**src/rtl/char_uart_tx.sv**
```systemverilog
// char_uart_tx: buffers the ASCII character stream in a small FIFO and
// serialises it onto an 8N1 UART line, LSB first. Characters that arrive
// while the FIFO is full are dropped and flagged with a sticky overflow bit.
module char_uart_tx #(
  parameter int unsigned CLKS_PER_BIT = 868,
  parameter int unsigned FIFO_DEPTH   = 16,
  parameter int unsigned FIFO_AW      = $clog2(FIFO_DEPTH)
) (
  input  logic               clk,
  input  logic               reset_n,
  input  logic               char_vld,
  input  logic [7:0]         char_data,
  output logic               uart_tx,
  output logic               busy,
  output logic               overflow,
  output logic [FIFO_AW:0]   fifo_level
);

  localparam int unsigned LVL_W  = FIFO_AW + 1;
  localparam int unsigned BAUD_W = (CLKS_PER_BIT > 1) ? $clog2(CLKS_PER_BIT) : 1;

  localparam logic [1:0] ST_IDLE  = 2'd0;
  localparam logic [1:0] ST_START = 2'd1;
  localparam logic [1:0] ST_DATA  = 2'd2;
  localparam logic [1:0] ST_STOP  = 2'd3;

  logic [1:0]         state_q, state_d;
  logic [BAUD_W-1:0]  baud_q, baud_d;
  logic [2:0]         bit_q, bit_d;
  logic [7:0]         shift_q, shift_d;
  logic               tx_q, tx_d;
  logic               busy_q, busy_d;
  logic               overflow_q, overflow_d;
  logic [LVL_W-1:0]   level_q, level_d;
  logic [FIFO_AW-1:0] wr_ptr_q, wr_ptr_d;
  logic [FIFO_AW-1:0] rd_ptr_q, rd_ptr_d;
  logic               pop_c;
  logic               wr_en_c;
  logic               baud_wrap_c;

  logic [7:0] mem [FIFO_DEPTH];

  // Next-state logic for the transmitter FSM, FIFO bookkeeping and line value
  always_comb begin
    state_d     = state_q;
    baud_d      = baud_q;
    bit_d       = bit_q;
    shift_d     = shift_q;
    pop_c       = 1'b0;
    baud_wrap_c = (baud_q == BAUD_W'(CLKS_PER_BIT - 1));

    case (state_q)
      ST_IDLE: begin
        if (level_q != '0) begin
          pop_c   = 1'b1;
          shift_d = mem[rd_ptr_q];
          baud_d  = '0;
          state_d = ST_START;
        end
      end
      ST_START: begin
        if (baud_wrap_c) begin
          baud_d  = '0;
          bit_d   = 3'd0;
          state_d = ST_DATA;
        end else begin
          baud_d = baud_q + BAUD_W'(1);
        end
      end
      ST_DATA: begin
        if (baud_wrap_c) begin
          baud_d = '0;
          if (bit_q == 3'd7) begin
            state_d = ST_STOP;
          end else begin
            bit_d = bit_q + 3'd1;
          end
        end else begin
          baud_d = baud_q + BAUD_W'(1);
        end
      end
      default: begin
        if (baud_wrap_c) begin
          baud_d  = '0;
          state_d = ST_IDLE;
        end else begin
          baud_d = baud_q + BAUD_W'(1);
        end
      end
    endcase

    // A full FIFO still accepts a write when the same cycle frees a slot
    wr_en_c    = char_vld && ((level_q < LVL_W'(FIFO_DEPTH)) || pop_c);
    overflow_d = overflow_q || (char_vld && !wr_en_c);
    level_d    = level_q + LVL_W'(wr_en_c) - LVL_W'(pop_c);
    wr_ptr_d   = wr_en_c ? (wr_ptr_q + FIFO_AW'(1)) : wr_ptr_q;
    rd_ptr_d   = pop_c ? (rd_ptr_q + FIFO_AW'(1)) : rd_ptr_q;

    // Line value is precomputed so the output flop tracks the state register
    case (state_d)
      ST_START: tx_d = 1'b0;
      ST_DATA:  tx_d = shift_d[bit_d];
      default:  tx_d = 1'b1;
    endcase

    busy_d = (state_d != ST_IDLE) || (level_d != '0);
  end

  // State and output registers with synchronous active-low reset
  always_ff @(posedge clk) begin
    if (!reset_n) begin
      state_q    <= ST_IDLE;
      baud_q     <= '0;
      bit_q      <= 3'd0;
      shift_q    <= 8'h00;
      tx_q       <= 1'b1;
      busy_q     <= 1'b0;
      overflow_q <= 1'b0;
      level_q    <= '0;
      wr_ptr_q   <= '0;
      rd_ptr_q   <= '0;
    end else begin
      state_q    <= state_d;
      baud_q     <= baud_d;
      bit_q      <= bit_d;
      shift_q    <= shift_d;
      tx_q       <= tx_d;
      busy_q     <= busy_d;
      overflow_q <= overflow_d;
      level_q    <= level_d;
      wr_ptr_q   <= wr_ptr_d;
      rd_ptr_q   <= rd_ptr_d;
    end
  end

  // FIFO storage; contents are don't-care until written, so no reset
  always_ff @(posedge clk) begin
    if (wr_en_c) begin
      mem[wr_ptr_q] <= char_data;
    end
  end

  assign uart_tx    = tx_q;
  assign busy       = busy_q;
  assign overflow   = overflow_q;
  assign fifo_level = level_q;

endmodule

```
**config.mk**
```make
export PLATFORM = sky130hd
export DESIGN_NAME = char_uart_tx
export DESIGN_NICKNAME = d
export VERILOG_FILES = /design/src/rtl/char_uart_tx.sv
export SDC_FILE = /design/constraint.sdc
export NUM_CORES = 1
export LEC_CHECK = 0
export CAP_MARGIN = 20
export CORE_MARGIN = 2
export CORE_UTILIZATION = 40
export CTS_CLUSTER_SIZE = 28
export DETAILED_ROUTE_END_ITERATION = 6
export GPL_ROUTABILITY_DRIVEN = 1
export PLACE_DENSITY = 0.66
export SLEW_MARGIN = 0
export SYNTH_ARGS = -nofsm -noshare
export SYNTH_HDL_FRONTEND = slang
export SYNTH_SLANG_ARGS = --single-unit
```
**constraint.sdc**
```tcl
create_clock -name clk -period 2.5 [get_ports clk]
set_input_delay 0.5 -clock clk [delete_from_list [all_inputs] [get_ports clk]]
set_output_delay 0.5 -clock clk [all_outputs]
set_load 0.005 [all_outputs]
```
==> results.py, run 1 <==
metrics = {
    "status": {
        "status": "finished with violations",
        "violations": "setup timing",
    },
    "clock_network": {
        "hold_buffers": 0,
        "clockBufferDepth": 2,
        "cts_buffers": 17,
        "path_clk_slew_ps": 70,
        "cts-root-buf": "clkbuf_16",
        "cts.sinks": 171,
        "cts_tree": "yes",
        "clk_latency_ps": 430,
        "htreeDepth": 4,
    },
    "timing": {
        "finalCriticalPeriod_ps": 2520,
        "skew_ps": 14.8,
        "setup_viol": 1,
        "drv_slew": 0,
        "period_share": 1.01,
        "tightest_slew_ps": 711,
        "relSlewSlack": 0.526,
        "setup_slack_ps": -15.6,
        "finalHoldViolations": 0,
        "rsz0062_at_grt": "true",
        "fin_tns_setup_ps": -15.6,
        "clock.fmax_ghz": 0.398,
    },
    "logic_synthesis": {
        "synthSimpleGateAreaFrac": 0.100,
        "synth_xor_xnor_area_share": 0.0118,
        "synth_mux_area_frac": 0.114,
        "synth_top_family_by_area": "multiplexers",
        "synth_compound_area_frac": 0.0743,
        "synth_seq_cells": 171,
        "syn-cell-area_mm2": 0.00743,
        "synthAdderAreaFrac": 0.0296,
        "yosysWarnings": 0,
        "synth_cell_type_count": 69,
        "synthArstFlopShare": 0,
        "synth_edf_count": 128,
        "syn_inst": 506,
        "yosysSeqAreaShare": 0.633,
        "synth_nets": 534,
        "synth_ff_type": "edfxtp_1",
        "synth_area_per_cell_um2": 14.7,
    },
    "place": {
        "portBuffers": 18,
        "gp_congestion": 0.829,
        "dp_cells": 783,
        "dpl.hpwl_um": 10600,
    },
    "worst_setup_path": {
        "path_class": "register to register",
        "cp.arrival_ps": 2810,
        "cpPeakStageDelay_ps": 460,
        "worstPathRequired_ps": 2790,
        "crit_buf_inv": 1,
        "cp_top_family": "simple AND/OR/NAND/NOR gates",
        "worstPathMaxFanout": 3,
        "cp_slowest_cell": "or4b_4",
        "path_common_cell": "nor2_1",
        "worstSetupStartpointType": "register",
        "crit_chain": "inv_2 -> ha_4 -> or4b_4 -> and2_4 -> nand2b_4 -> nand2_2 -> ha_2 -> fa_2 -> a21oi_2 -> nor2_1 -> nor2_1 -> xnor2_1 -> a41oi_1",
        "end_kind": "register",
    },
    "finish": {
        "finalNonFillerCells": 818,
        "antenna_cells": 0,
        "fin_nets": 604,
        "syn_to_final_growth_pct": 18.7,
        "drive_gt1_frac": 0.211,
        "fin_util": 0.487,
    },
    "route": {
        "routed_wl_um": 15500,
        "wl_met1_um": 6540,
        "drtPass1Iterations": 5,
        "topRoutingLayerUsed": "met4",
        "drc_errors": 0,
        "drt_iter0_drc": 244,
        "final_antenna_net_count": 0,
        "vias": 4522,
        "wl_met2_um": 7800,
        "wl_per_cell_um": 19.0,
        "dr_wl_met3_um": 695,
        "via_per_inst": 5.53,
    },
    "power": {
        "p_int_uw": 6070,
        "seqPwrFrac": 0.392,
        "p_comb_frac": 0.290,
        "pwr-share-clk": 0.318,
        "p_per_area_mw_per_mm2": 997,
        "p_leak_uw": 0.00310,
        "swShare": 0.310,
        "switchingPower_uw": 2720,
        "ir_drop_v": 0.000556,
    },
    "floorplan": {
        "start_util": 0.411,
        "dieArea_mm2": 0.0197,
        "ios": 19,
        "rows": 49,
        "core_area_mm2": 0.0181,
        "die-width_um": 140,
        "chipHeight_um": 140,
    },
    "hold_path": {
        "hold_class": "register to register",
    },
    "global_route": {
        "grt_pass1_vias": 4564,
        "grt_overflow_total": 0,
        "grt_first_pass_wirelength_um": 24600,
        "antenna_found_initial": 0,
        "grt_max_degree": 27,
        "grtUsageTotal": 0.167,
    },
    "run": {
        "maxCapViolCount": 0,
    },
}
sequential cells by signal (all words and copies together) (netlist names), 2 cells and up, named ones only:
name        cells
state_q         2
wr_ptr_q        4
mem           128
rd_ptr_q        4
bit_q           3
fifo_level      5
baud_q         10
shift_q         8
synthesized netlist by cell type (all sizes together) (7+ instances only):
cell    number  area share
edfxtp     128        0.52
nor2        52       0.026
dfxtp       43        0.12
nand2       33       0.017
mux2i       25       0.034
mux4        22       0.077
a21oi       19       0.013
ha          16       0.027
buf         14       0.025
a211oi      12       0.013
inv         12      0.0061
clkbuf      11      0.0066
o21ai       11      0.0074
and2         9      0.0076
nor3         8      0.0061
nand3        7      0.0047
xor2         7      0.0083
cell usage in the layout, fill, tap and decap left out, drive strengths merged, types with 4 or more instances in the layout:
| cell type | Yosys | final |
|---|---|---|
| nor3 | 8 | 8 |
| clkinv | 0 | 4 |
| clkdlybuf4s50 | 0 | 18 |
| nand4 | 4 | 4 |
| nor2 | 52 | 52 |
| o21ai | 11 | 11 |
| and3 | 4 | 4 |
| xor2 | 7 | 7 |
| dfxtp | 43 | 43 |
| o22ai | 5 | 5 |
| edfxtp | 128 | 128 |
| mux2i | 25 | 25 |
| nand2b | 5 | 5 |
| and2 | 9 | 9 |
| a32oi | 4 | 4 |
| a21oi | 19 | 19 |
| inv | 12 | 20 |
| nand2 | 33 | 33 |
| a211oi | 12 | 12 |
| mux4 | 22 | 22 |
| clkbuf | 11 | 17 |
| ha | 16 | 16 |
| nand3 | 7 | 7 |
| buf | 14 | 58 |
| a22oi | 5 | 5 |
repair_timing:
action                     in CTS  in global routing
resized for setup               0                 10
setup endpoints to repair       1                  3
buffers inserted                1                  2
pin swaps                       4                  2
cell families (layout without fill, tap and decap cells):
kind of cell | after synthesis | after routing
buffers and inverters | 37 | 120
AO/OA/AOI/OAI | 77 | 77
multiplexers | 49 | 49
AND/OR/NAND/NOR | 145 | 145
flip-flops | 171 | 171
adder cells (fa/ha/maj) | 17 | 17
XOR/XNOR | 10 | 10
worst register-to-register path: stages (launching register included):
cell and delay (ps):
dfxtp_2 330, inv_2 70, ha_4 120, or4b_4 460, and2_4 190, nand2b_4 60
nand2_2 40, ha_2 180, fa_2 360, a21oi_2 120, nor2_1 40, nor2_1 120
xnor2_1 150, a41oi_1 140
stage by stage:
stage	power [uW]	worst slack, ps	hold WS (ps)	area, um2
2_1_floorplan	5340	-120	432	7470
3_3_place_gp	5900	-0.927	444	8120
3_5_place_dp	5980	-76.1	459	8120
4_1_cts	8790	-48.4	466	8770
5_1_grt	9200	-153	496	8820
6_report	8790	-15.6	462	8820
path summary, 6_finish.rpt:
| kind | startpoint | to | slack (ps) | cells after the start |
|---|---|---|---|---|
| min reg2reg | shift_q[4] | shift_q[4] | 460 | 2 |
| max reg2reg | fifo_level[2] | busy | -20 | 13 |
| max | fifo_level[2] | busy | -20 | 13 |
| min | shift_q[4] | shift_q[4] | 460 | 2 |
area by class of cell:
type,instances,area [um2]
inverters,12,45.0
clock buffers,17,425
flip-flops and latches,171,4710
clock inverters,15,218
fillers,1483,9270
multi-input cells,298,2500
well taps,229,287
repair buffers,76,632
metal layers:
layer / up-vias / GRT usage
li1: 2097 / -
met1: 2253 / 0.201
met2: 142 / 0.285
met3: 30 / 0.0338
met5: - / 0
met4: 0 / 0.0835
power groups by stage:
stage	Combinational [uW]	Clock [uW]	Sequential, uW
6_report	2550	2790	3450
5_1_grt	2780	2950	3480
4_1_cts	2510	2840	3440
3_5_place_dp	2480	0	3500
3_3_place_gp	2410	0	3490
2_1_floorplan	1910	0	3430
No activity file was read; power rests on OpenSTA's default activity.
==> inputs of run 2 (changes only) <==
--- a/config.mk
+++ b/config.mk
@@ -7,11 +7,12 @@
 export LEC_CHECK = 0
 export CAP_MARGIN = 20
 export CORE_MARGIN = 2
-export CORE_UTILIZATION = 40
+export CORE_UTILIZATION = 55
+export CTS_BUF_LIST = sky130_fd_sc_hd__clkbuf_4 sky130_fd_sc_hd__clkbuf_8
 export CTS_CLUSTER_SIZE = 28
 export DETAILED_ROUTE_END_ITERATION = 6
 export GPL_ROUTABILITY_DRIVEN = 1
-export PLACE_DENSITY = 0.66
+export PLACE_DENSITY = 0.83
 export SLEW_MARGIN = 0
 export SYNTH_ARGS = -nofsm -noshare
 export SYNTH_HDL_FRONTEND = slang
==> run 2 against run 1 <==
  * The run still ends with setup timing left
  * First-iteration DRC count rose by 61%
  * Sequential power barely moved
  * Worst hold slack improved by 4.4 ps
  * Die area fell by 27%
  * Design area fell by 3.7%
  * Non-clock buffer count fell by 3
  * Worst setup slack got worse by 69 ps
  * Flip-flop and latch count did not move
  * Count of clock-buffer cells in the layout rose by 2
  * Clock power fell by 38%
  * Critical path depth did not move
  * Critical endpoint unchanged
  * Largest power group unchanged
  * Highest routed layer unchanged
==> results.py, run 2 (same netlist as run 1, synthesis figures left out) <==
metrics = {
    "clock_network": {
        "cts.sinks": 171,
        "hold_buffers": 0,
        "path_clk_slew_ps": 90,
        "htreeDepth": 4,
        "cts-root-buf": "clkbuf_8",
        "clockBufferDepth": 2,
        "cts_tree": "yes",
        "cts_buffers": 17,
        "clk_latency_ps": 460,
    },
    "route": {
        "via_per_inst": 6.02,
        "drtPass1Iterations": 5,
        "topRoutingLayerUsed": "met4",
        "routed_wl_um": 15400,
        "vias": 4582,
        "wl_met2_um": 8110,
        "dr_wl_met3_um": 946,
        "wl_per_cell_um": 20.2,
        "final_antenna_net_count": 0,
        "wl_met1_um": 6000,
        "drt_iter0_drc": 394,
        "drc_errors": 0,
    },
    "floorplan": {
        "start_util": 0.561,
        "chipHeight_um": 120,
        "rows": 42,
        "dieArea_mm2": 0.0145,
        "core_area_mm2": 0.0132,
        "die-width_um": 120,
        "ios": 19,
    },
    "global_route": {
        "grt_pass1_vias": 4650,
        "grt_max_degree": 27,
        "grt_first_pass_wirelength_um": 24400,
        "grtUsageTotal": 0.225,
        "grt_overflow_total": 0,
        "antenna_found_initial": 0,
    },
    "worst_setup_path": {
        "reg2reg_to": "busy",
        "path_class": "register to register",
        "end_kind": "register",
        "rrSetupSlack_ps": -80,
        "worstPathRequired_ps": 2840,
        "worstSetupStartpointType": "register",
        "reg2reg_depth": 13,
        "worstPathMaxFanout": 2,
        "cp.arrival_ps": 2920,
        "rr_startpoint": "fifo_level[3]",
    },
    "timing": {
        "drv_slew": 0,
        "finalCriticalPeriod_ps": 2580,
        "skew_ps": 14.6,
        "fin_tns_setup_ps": -105,
        "setup_viol": 2,
        "setup_slack_ps": -84.8,
        "tightest_slew_ps": 575,
        "clock.fmax_ghz": 0.387,
        "relSlewSlack": 0.616,
        "rsz0062_at_grt": "true",
        "whs_ps": 467,
        "finalHoldViolations": 0,
        "period_share": 1.03,
    },
    "finish": {
        "antenna_cells": 0,
        "regMostFlops": "mem",
        "largest_reg_flops": 128,
        "layout.cells.most_common_list": "128 x edfxtp_1, 51 x nor2_1, 50 x buf_4, 38 x dfxtp_1, 31 x nand2_1",
        "n_fill_cell": 947,
        "layout_commonest_cell": "edfxtp_1",
        "reg.largest.list": "mem: 128 flops, baud_q: 10 flops, shift_q: 8 flops",
        "finalNonFillerCells": 761,
        "drive_gt1_frac": 0.210,
        "fin_area_mm2": 0.00849,
        "syn_to_final_growth_pct": 14.3,
        "fin_nets": 601,
    },
    "power": {
        "p_leak_uw": 0.00297,
        "p_per_area_mw_per_mm2": 939,
        "fin_total_pwr_uw": 7970,
        "ir_drop_v": 0.000507,
    },
    "hold_path": {
        "min_to": "shift_q[2]",
        "worst_hold_startpoint": "shift_q[2]",
        "hold_class": "register to register",
        "hold_depth": 2,
    },
    "place": {
        "dp_cells": 724,
        "dpl_cell_area_mm2": 0.00802,
        "portBuffers": 18,
        "dpl.hpwl_um": 10400,
        "gp_congestion": 0.871,
    },
    "status": {
        "status": "finished with violations",
        "violations": "setup timing",
    },
    "run": {
        "maxCapViolCount": 0,
    },
}
[run 2: per-layer routing]
| layer | up-vias | GRT usage |
|---|---|---|
| li1 | 2081 | - |
| met1 | 2312 | 0.277 |
| met2 | 156 | 0.387 |
| met3 | 33 | 0.0571 |
| met4 | 0 | 0.0828 |
| met5 | - | 0 |
[run 2: how the worst max path moves through the flow]
stage | from | to | slack, ps
floorplan | fifo_level[2] | busy | -120
global placement | char_vld | busy | -40
detailed placement | char_vld | busy | -190
CTS | fifo_level[3] | busy | -100
global route | fifo_level[3] | busy | -180
finish | fifo_level[3] | busy | -80
[run 2: critical path, stage by stage (launching register included)]
cell,delay [ps]
dfxtp_2,330
inv_2,70
ha_4,130
or4b_4,450
and2_4,190
nand2b_4,70
nand2_2,60
ha_4,170
fa_2,370
a21oi_2,180
nor2_1,70
nor2_2,130
xnor2_2,130
a41oi_1,110
[run 2: what timing repair did]
action,in CTS,in global routing
gates cloned,0,0
pin swaps,11,4
gates resized for setup,9,9
setup buffers,4,2
endpoints found under the setup margin,3,4
[run 2: report_power, final]
| part | leakage, uW | switching (uW) | internal [uW] |
|---|---|---|---|
| combinational | 0.00129 | 1430 | 1380 |
| clock | 0.000175 | 1010 | 715 |
| sequential | 0.00151 | 167 | 3270 |
[run 2: layout make-up]
class	count	area, um2	area share
multi-input combinational	298	2540	0.299
timing repair buffer	73	633	0.0745
tap	176	220	0.0259
sequential	171	4710	0.555
inverter	12	45.0	0.00530
clock buffer	19	249	0.0293
clock inverter	12	88.8	0.0105
[run 2: per-stage QoR]
stage	worst slack (ps)	utilization
final	-84.8	0.641
after global routing	-181	0.641
after CTS	-96.0	0.638
after detailed placement	-187	0.605
after global placement	-38.8	0.605
after floorplan	-120	-
